File: src/rtl/params.svh
// Global build parameters shared by the NoC blocks; DW is the full flit width including the 2-bit type field.
`ifndef NOC_PARAMS_SVH
`define NOC_PARAMS_SVH
`ifndef DW
`define DW 34
`endif
`endif

File: src/rtl/noc_flit_pkg.sv
// Flit type encoding, type-field position and sink error codes shared across the NoC blocks.
`include "params.svh"

package noc_flit_pkg;

  localparam int FLIT_W   = `DW;
  localparam int TYPE_MSB = `DW - 1;
  localparam int TYPE_LSB = `DW - 2;

  typedef enum logic [1:0] {
    FLIT_BODY   = 2'b00,
    FLIT_HEAD   = 2'b01,
    FLIT_TAIL   = 2'b10,
    FLIT_SINGLE = 2'b11
  } flit_type_e;

  typedef enum logic [1:0] {
    ERR_TIMEOUT = 2'b00,
    ERR_ORPHAN  = 2'b01,
    ERR_NOTAIL  = 2'b10,
    ERR_LEN     = 2'b11
  } err_code_e;

  function automatic flit_type_e flit_type(input logic [FLIT_W-1:0] flit);
    return flit_type_e'(flit[TYPE_MSB:TYPE_LSB]);
  endfunction

endpackage

File: src/rtl/flee_sink_lfsr.sv
// 16-bit Fibonacci LFSR (taps 16,14,13,11) that advances every cycle; stall_nxt flags a
// backpressure cycle for the state the register is about to take.
module flee_sink_lfsr #(
  parameter logic [15:0] SEED = 16'hACE1
) (
  input  logic clk,
  input  logic rstn,
  output logic stall_nxt
);

  logic [15:0] lfsr;
  logic [15:0] lfsr_nxt;

  assign lfsr_nxt  = {lfsr[14:0], lfsr[15] ^ lfsr[13] ^ lfsr[12] ^ lfsr[10]};
  assign stall_nxt = (lfsr_nxt[1:0] == 2'b00);

  always_ff @(posedge clk or negedge rstn) begin
    if (!rstn) lfsr <= SEED;
    else       lfsr <= lfsr_nxt;
  end

endmodule

File: src/rtl/flee_sink.sv
// Ejection-port packet sink: checks flit framing, counts flits/packets, latches the first error.
// Build option FLEE_SINK_BP_EN adds LFSR-driven pseudo-random backpressure on ready_o.
//
// state   | meaning
// IDLE    | between packets, expecting HEAD or SINGLE
// PKT     | packet open, expecting BODY or TAIL
module flee_sink
  import noc_flit_pkg::*;
#(
  parameter int          MAX_LEN   = 16,
  parameter int          TIMEOUT   = 10000,
  parameter logic [15:0] LFSR_SEED = 16'hACE1
) (
  input  logic              clk,
  input  logic              rstn,
  input  logic [FLIT_W-1:0] data_i,
  input  logic              valid_i,
  output logic              ready_o,
  output logic [31:0]       pkt_cnt_o,
  output logic [31:0]       flit_cnt_o,
  output logic              err_o,
  output logic [1:0]        err_code_o,
  output logic              busy_o
);

  localparam int LEN_W  = $clog2(MAX_LEN + 1);
  localparam int IDLE_W = $clog2(TIMEOUT + 1);

  typedef enum logic {ST_IDLE = 1'b0, ST_PKT = 1'b1} state_e;

  state_e            state, state_nxt;
  logic [LEN_W-1:0]  len, len_nxt;
  logic [IDLE_W-1:0] idle, idle_nxt;
  logic              pkt_inc;
  logic              err_ev;
  err_code_e         err_cause;
  logic              accept;
  flit_type_e        ftype;
  logic              unused_payload;

  assign accept         = valid_i & ready_o;
  assign ftype          = flit_type(data_i);
  assign unused_payload = ^data_i[TYPE_LSB-1:0];

  always_ff @(posedge clk or negedge rstn) begin
    if (!rstn) begin
      state <= ST_IDLE;
      len   <= '0;
      idle  <= '0;
    end else begin
      state <= state_nxt;
      len   <= len_nxt;
      idle  <= idle_nxt;
    end
  end

  always_comb begin
    state_nxt = state;
    len_nxt   = len;
    idle_nxt  = '0;
    pkt_inc   = 1'b0;
    err_ev    = 1'b0;
    err_cause = ERR_TIMEOUT;
    unique case (state)
      ST_IDLE: begin
        if (accept) begin
          unique case (ftype)
            FLIT_HEAD:   begin state_nxt = ST_PKT; len_nxt = LEN_W'(1); end
            FLIT_SINGLE: pkt_inc = 1'b1;
            default:     begin err_ev = 1'b1; err_cause = ERR_ORPHAN; end
          endcase
        end
      end
      ST_PKT: begin
        if (accept) begin
          unique case (ftype)
            // A new head abandons the open packet and starts over.
            FLIT_HEAD: begin
              err_ev = 1'b1; err_cause = ERR_NOTAIL; len_nxt = LEN_W'(1);
            end
            FLIT_SINGLE: begin
              err_ev = 1'b1; err_cause = ERR_NOTAIL;
              state_nxt = ST_IDLE; len_nxt = '0; pkt_inc = 1'b1;
            end
            default: begin
              if (len == LEN_W'(MAX_LEN)) begin
                err_ev = 1'b1; err_cause = ERR_LEN;
                state_nxt = ST_IDLE; len_nxt = '0;
              end else if (ftype == FLIT_BODY) begin
                len_nxt = len + LEN_W'(1);
              end else begin
                state_nxt = ST_IDLE; len_nxt = '0; pkt_inc = 1'b1;
              end
            end
          endcase
        end else if (idle == IDLE_W'(TIMEOUT - 1)) begin
          err_ev = 1'b1; err_cause = ERR_TIMEOUT;
          state_nxt = ST_IDLE; len_nxt = '0;
        end else begin
          idle_nxt = idle + IDLE_W'(1);
        end
      end
      default: state_nxt = ST_IDLE;
    endcase
  end

  always_comb begin
    busy_o = (state == ST_PKT);
  end

  always_ff @(posedge clk or negedge rstn) begin
    if (!rstn) begin
      pkt_cnt_o  <= '0;
      flit_cnt_o <= '0;
      err_o      <= 1'b0;
      err_code_o <= 2'b00;
    end else begin
      if (accept)  flit_cnt_o <= flit_cnt_o + 32'd1;
      if (pkt_inc) pkt_cnt_o  <= pkt_cnt_o + 32'd1;
      if (err_ev && !err_o) begin
        err_o      <= 1'b1;
        err_code_o <= err_cause;
      end
    end
  end

`ifdef FLEE_SINK_BP_EN
  logic stall_nxt;

  flee_sink_lfsr #(.SEED(LFSR_SEED)) u_lfsr (
    .clk       (clk),
    .rstn      (rstn),
    .stall_nxt (stall_nxt)
  );

  always_ff @(posedge clk or negedge rstn) begin
    if (!rstn) ready_o <= 1'b0;
    else       ready_o <= ~stall_nxt;
  end
`else
  always_ff @(posedge clk or negedge rstn) begin
    if (!rstn) ready_o <= 1'b0;
    else       ready_o <= 1'b1;
  end
`endif

endmodule

File: config.mk
export PLATFORM = sky130hd
export DESIGN_NAME = flee_sink
export DESIGN_NICKNAME = d
export VERILOG_FILES = /design/src/rtl/noc_flit_pkg.sv /design/src/rtl/flee_sink_lfsr.sv /design/src/rtl/flee_sink.sv
export VERILOG_INCLUDE_DIRS = /design/src /design/src/rtl
export SDC_FILE = /design/constraint.sdc
export NUM_CORES = 1
export LEC_CHECK = 0
export ABC_CLOCK_PERIOD_IN_PS = 2600
export BUFFER_PORTS_ARGS = -buffer_cell sky130_fd_sc_hd__buf_2
export CAP_MARGIN = 20
export CORE_MARGIN = 3
export CORE_UTILIZATION = 40
export CTS_CLUSTER_DIAMETER = 150
export DETAILED_ROUTE_END_ITERATION = 12
export HOLD_SLACK_MARGIN = 0.06
export PLACE_DENSITY = 0.6
export SLEW_MARGIN = 20
export SYNTH_ARGS = -nofsm -noshare
export SYNTH_HDL_FRONTEND = slang
export SYNTH_SLANG_ARGS = --single-unit
File: constraint.sdc
create_clock -name clk -period 2.6 [get_ports clk]
set_clock_uncertainty 0.2 [all_clocks]
set_input_delay 0.13 -clock clk [delete_from_list [all_inputs] [get_ports clk]]
set_output_delay 0.13 -clock clk [all_outputs]
set_load 0.03 [all_outputs]
==> metrics.yaml, run 1 <==
cts-buffers-inserted: 9
dp.cells: 588
cts_tree: "yes"
grt_max_degree: 45
drc: 0
critPathLaunchType: "flop"
drt_iter0_markers: 109
ant_nets: 0
cts_post_setup_buffers_inserted: 0
gp_congestion: 0.7679
setup_viol: 0
layout_common_cells: "dfrtp_1 (88), buf_2 (72), nand2_1 (45)"
die_area_um2: 11500
arrival_ps: 2510
final_core_util: 0.4968
final_common_cell: "dfrtp_1"
ir_drop_mv: 0.4417
outcome: "completed"
regArea_um2: 2202
rows: 36
cts_sinks: 88
die_y_um: 107.2
h-tree-depth: 3
synth.distinct_cells: 40
antenna_found_initial: 0
fin_total_pwr_uw: 2954
worstMarginPinSlew_ps: 589.0
drive_gt1_frac: 0.2379
clk_pin_slew_worst_paths_ps: 90
num_io_pins: 106
required_ps: 2680
port_buffers: 73
max_slew_margin: 0.6074
finalCritPeriodShare: 0.9330
nNetsFinal: 513
synth-main-ff-cell: "dfrtp_1"
crit_path_end_kind: "flop"
path_max_fanout: 10
r2r_start: "len[0]"
cts.path.max_buffers: 2
synth_cells: 382
vias_per_cell: 5.031
syn_area_um2: 4100
dp_slack_ps: 49.75
track_usage: 0.1540
grt_pass1_vias: 2973
max_freq_mhz: 412.3
multi_input_area_um2: 1842
setup_slack_ps: 174.3
avgSynthCellArea_um2: 10.73
area_delta_synth_final_pct: 19.53
dp_hpwl_um: 5917
async_flop_share: 1.000
grt.overflow.total: 0
cap_violations: 0
r2r-end: "pkt_cnt_o[28]"
synth.largest_area_cell: "dfrtp_1"
yosys.area.top_type_share: 0.5371
die_width_um: 107.2
crit_type: "flop to flop"
slew_violations: 0
synth_edf_count: 0
ys_ff_latch: 88
stdcell_count: 608
synth_area_leaders: "dfrtp_1 (54%), xnor2_1 (9.2%), xor2_1 (6.4%)"
grt_pass1_wl_um: 14200
hp-class: "primary input to asynchronous set/reset pin"
num_vias: 3059
routed_wl_um: 8212
syn_nets: 425
start_util: 0.4157
core_um2: 9864
rsz0062_at_grt: "false"
ctsRootBufferMaster: "clkbuf_8"
hold_viol: 0
fin_tns_setup_ps: 0
n_antenna_cell: 0
p_leak_uw: 0.002412
yosysSeqAreaShare: 0.5371
r2r_cells: 8
ff2ff_setup_slack_ps: 170
power_density_nw_per_um2: 602.8
fill_cells: 930
fin_crit_ps: 2426
clk_latency_ps: 360
crit_start: "len[0]"
first_pass_iters: 4
post_drt_wl_per_cell_um: 13.51
ys_warn_count: 0
critPathCapture: "pkt_cnt_o[28]"
==> worst min-delay path by stage <==
stage / end / slack (ps) / cells past startpoint
6_report: pkt_cnt_o[26] / 110 / 2
5_1_grt: pkt_cnt_o[26] / 150 / 2
4_1_cts: pkt_cnt_o[25] / 140 / 2
3_5_place_dp: pkt_cnt_o[25] / -20 / 1
3_3_place_gp: pkt_cnt_o[25] / -20 / 1
2_1_floorplan: busy_o / -370 / 0
==> repair_timing <==
action	in CTS	in global routing
resized for setup	0	1
endpoints found under the hold margin	80	0
endpoints found under the setup margin	0	5
hold buffers	4	0
==> power by group <==
part           internal [µW]  leakage, µW  switching (µW)
sequential              1460      0.00119             119
clock                    400    0.0000886             488
combinational            162      0.00113             325
==> state kept, by name (all words and copies together), names as in the netlist <==
register	count
flit_cnt_o	32
pkt_cnt_o	32
busy_o	1
err_code_o	2
err_o	1
idle	14
len	5
ready_o	1
==> worst max-delay path, stage by stage, from the launching register on <==
cell and delay [ps]:
dfrtp_1 370, inv_1 80, ha_1 210, and4bb_1 220, o22a_1 250, buf_4 190
or4_4 540, nor3_2 140, xor2_1 150
==> synth_stat cells, types with 3 or more instances <==
cell	n
nor3_1	8
a22o_1	3
nand3_1	26
ha_1	6
nor3_2	3
nand4b_1	3
or2_2	5
nor4_1	5
nand2_1	45
inv_1	7
clkbuf_1	5
and3_1	11
xnor2_1	43
buf_2	3
nor4_2	3
and4_1	5
o21ai_0	4
nor2b_1	5
dfrtp_1	88
xor2_1	30
nand4_1	20
nor2_1	29
a21oi_1	5
==> stage by stage <==
step,cell area [µm²],hold WS (ps)
after global placement,4673,-21.33
after global routing,4901,151.9
after floorplan,4100,-365.6
after detailed placement,4673,-20.39
after CTS,4897,137.0
final,4901,112.2
==> logic make-up (layout without fill, tap and decap cells) <==
group	Yosys count	count (layout)	synth area share
compound gates	18	18	0.02808
xor+xnor	73	73	0.1559
fa+ha+maj	6	6	0.01831
buf+inv	15	108	0.01465
flops	88	88	0.5371
mux	3	3	0.007934
other cells	1	1	0.0009146
simple gates	178	178	0.2371
==> layer usage <==
metal | part of all wire | global-route usage
met1 | 0.49 | 0.2110
met2 | 0.46 | 0.2346
met3 | 0.044 | 0.04636
met4 | 0.0072 | 0.04840
met5 | 0 | 0
==> final cells by class <==
| type | count | area share |
|---|---|---|
| Sequential cell | 88 | 0.4493 |
| Clock buffer | 12 | 0.03166 |
| Timing Repair Buffer | 85 | 0.09803 |
| Multi-Input combinational cell | 279 | 0.3758 |
| Clock inverter | 4 | 0.005872 |
| Inverter | 7 | 0.005361 |
| Tap cell | 133 | 0.03395 |
(Power assumes the default switching activity.)
==> run 2, diff against run 1 <==
Settings changed: CORE_MARGIN 3 to default.
==> run 2 against run 1 <==
Compared with the run above:
- power grew 7.4%
- die area shrank 7.3%
- final cell count shrank 0.33%
- first-iteration DRC count shrank 28%
- wire length shrank 1.7%
==> metrics.yaml, run 2 (synthesis results as in run 1) <==
setup_slack_ps: 156.0  # -18.31 ps
pwr-share-clk: 0.350  # +0.049
outcome: "completed"
die_y_um: 103.2  # -3.7%
ff2ff_setup_slack_ps: 160  # -20 ps
grt.overflow.total: 0  # unchanged
clk_pin_slew_worst_paths_ps: 80  # about the same
port_buffers: 73  # unchanged
r2r_cells: 8  # unchanged
finalCritPeriodShare: 0.9400  # +0.007044
antenna_found_initial: 0  # unchanged
arrival_ps: 2510  # about the same
power_switching_uw: 890.8  # -4.4%
cap_violations: 0  # unchanged
multi_input_area_um2: 1842  # unchanged
hp-class: "primary input to asynchronous set/reset pin"
start_util: 0.4157  # unchanged
slew_violations: 0  # unchanged
final_common_cell: "dfrtp_1"
die_area_um2: 10660  # -7.3%
cts-buffers-inserted: 9  # unchanged
reg_top3: "flit_cnt_o: 32 flops, pkt_cnt_o: 32 flops, idle: 14 flops"
layout_common_cells: "dfrtp_1 (88), buf_2 (72), nand2_1 (45)"
cts.path.max_buffers: 2  # unchanged
power_density_nw_per_um2: 641.8  # +6.5%
h-tree-depth: 3  # unchanged
routed_wl_um: 8069  # -1.7%
area_delta_synth_final_pct: 20.60
r2r_start: "len[0]"
drive_gt1_frac: 0.2326  # -0.005337
p_sw_frac: 0.2807  # -0.03462
num_io_pins: 106  # unchanged
dp_slack_ps: 52.43  # +2.685 ps
combPwrFrac: 0.152  # -0.013
vias_per_cell: 5.030  # about the same
drc: 0  # unchanged
power.internal_uw: 2283  # +13%
max_slew_margin: 0.6160  # +0.008654
setup_viol: 0  # unchanged
num_vias: 3048  # -0.36%
seqPwrFrac: 0.498  # -0.037
worstMarginPinSlew_ps: 574.4  # -14.59 ps
dp.cells: 587  # -0.17%
drt_iter0_markers: 78  # -28%
n_antenna_cell: 0  # unchanged
fill_cells: 913  # -1.8%
nNetsFinal: 512  # -0.19%
core_um2: 9864  # unchanged
crit_path_end_kind: "flop"
first_pass_iters: 4  # unchanged
post_drt_wl_per_cell_um: 13.32  # -1.4%
crit_type: "flop to flop"
rows: 36  # unchanged
regArea_um2: 2202  # unchanged
grt_pass1_vias: 2885  # -3.0%
dp_hpwl_um: 5768  # -2.5%
ir_drop_mv: 0.5352  # +21%
fin_tns_setup_ps: 0  # unchanged
ant_nets: 0  # unchanged
r2r-end: "pkt_cnt_o[28]"
fin_crit_ps: 2444  # +18.31 ps
critPathLaunchType: "flop"
track_usage: 0.1620  # +0.007946
required_ps: 2660  # -20 ps
clk_latency_ps: 350  # about the same
path_max_fanout: 10  # unchanged
ctsRootBufferMaster: "clkbuf_8"
die_width_um: 103.2  # -3.7%
cts_tree: "yes"
p_leak_uw: 0.002436  # +0.96%
cts_sinks: 88  # unchanged
max_freq_mhz: 409.2  # -0.75%
grt_pass1_wl_um: 13340  # -6.1%
hold_viol: 0  # unchanged
gp_congestion: 0.7533  # -1.9%
grt_max_degree: 47  # +4.4%
stdcell_count: 606  # -0.33%
rsz0062_at_grt: "false"
run 2: cell count changes in the layout (fill, tap and decap cells not counted), sizes merged:
cell,delta
buf,-1
clkinvlp,-2
bufinv,+3
clkinv,-2
run 2: layout make-up:
cell class | instances | share of cell area
repair buffers | 84 | 0.09565
inverters | 7 | 0.005314
well taps | 133 | 0.03365
clock inverters | 3 | 0.01822
multi-input cells | 279 | 0.3725
flip-flops and latches | 88 | 0.4453
clock buffers | 12 | 0.02935
run 2: worst max path at each step:
stage,start,cells after the start,end,slack (ps)
floorplan,pkt_cnt_o[3],7,pkt_cnt_o[25],210
global placement,len[0],7,pkt_cnt_o[25],70
detailed placement,len[0],7,pkt_cnt_o[25],50
CTS,len[0],7,pkt_cnt_o[25],40
global route,len[0],8,pkt_cnt_o[18],50
finish,len[0],8,pkt_cnt_o[28],160
run 2: power by group through the flow:
stage | clock (µW) | combinational, µW | sequential, µW
after floorplan | 0 | 161 | 1750
after global placement | 0 | 481 | 1600
after detailed placement | 0 | 486 | 1610
after CTS | 1150 | 492 | 1580
after global routing | 1210 | 536 | 1600
final | 1110 | 483 | 1580
run 2: through the flow:
step / power (µW) / instance area [µm²] / utilization / hold slack [ps]
global placement: 2081 / 4666 / 0.4730 / -30.17
floorplan: 1912 / 4100 / - / -365.6
finish: 3173 / 4945 / 0.5013 / 121.6
detailed placement: 2093 / 4666 / 0.4730 / -26.77
CTS: 3225 / 4941 / 0.5009 / 140.6
global route: 3351 / 4945 / 0.5013 / 174.6
run 2: critical path: stages (launching register included):
cell and delay [ps]:
dfrtp_1 370, inv_1 80, ha_1 210, and4bb_1 220, o22a_1 240, buf_4 180
or4_4 540, nor3_2 150, xor2_1 160
run 2: what timing repair did:
| item | in CTS | in global routing |
|---|---|---|
| setup buffers | 0 | 0 |
| resized for setup | 0 | 1 |
| hold buffers | 4 | 0 |
| setup endpoints to repair | 0 | 5 |
| endpoints found under the hold margin | 93 | 0 |
run 2: per-layer routing:
metal	part of all wire	vias up	wire length, µm	track usage
li1	-	1490	-	-
met2	0.47	50	3765	0.2544
met3	0.037	7	297	0.04032
met4	0.0090	0	73	0.06067
met1	0.49	1501	3932	0.2173
met5	0	-	0	0
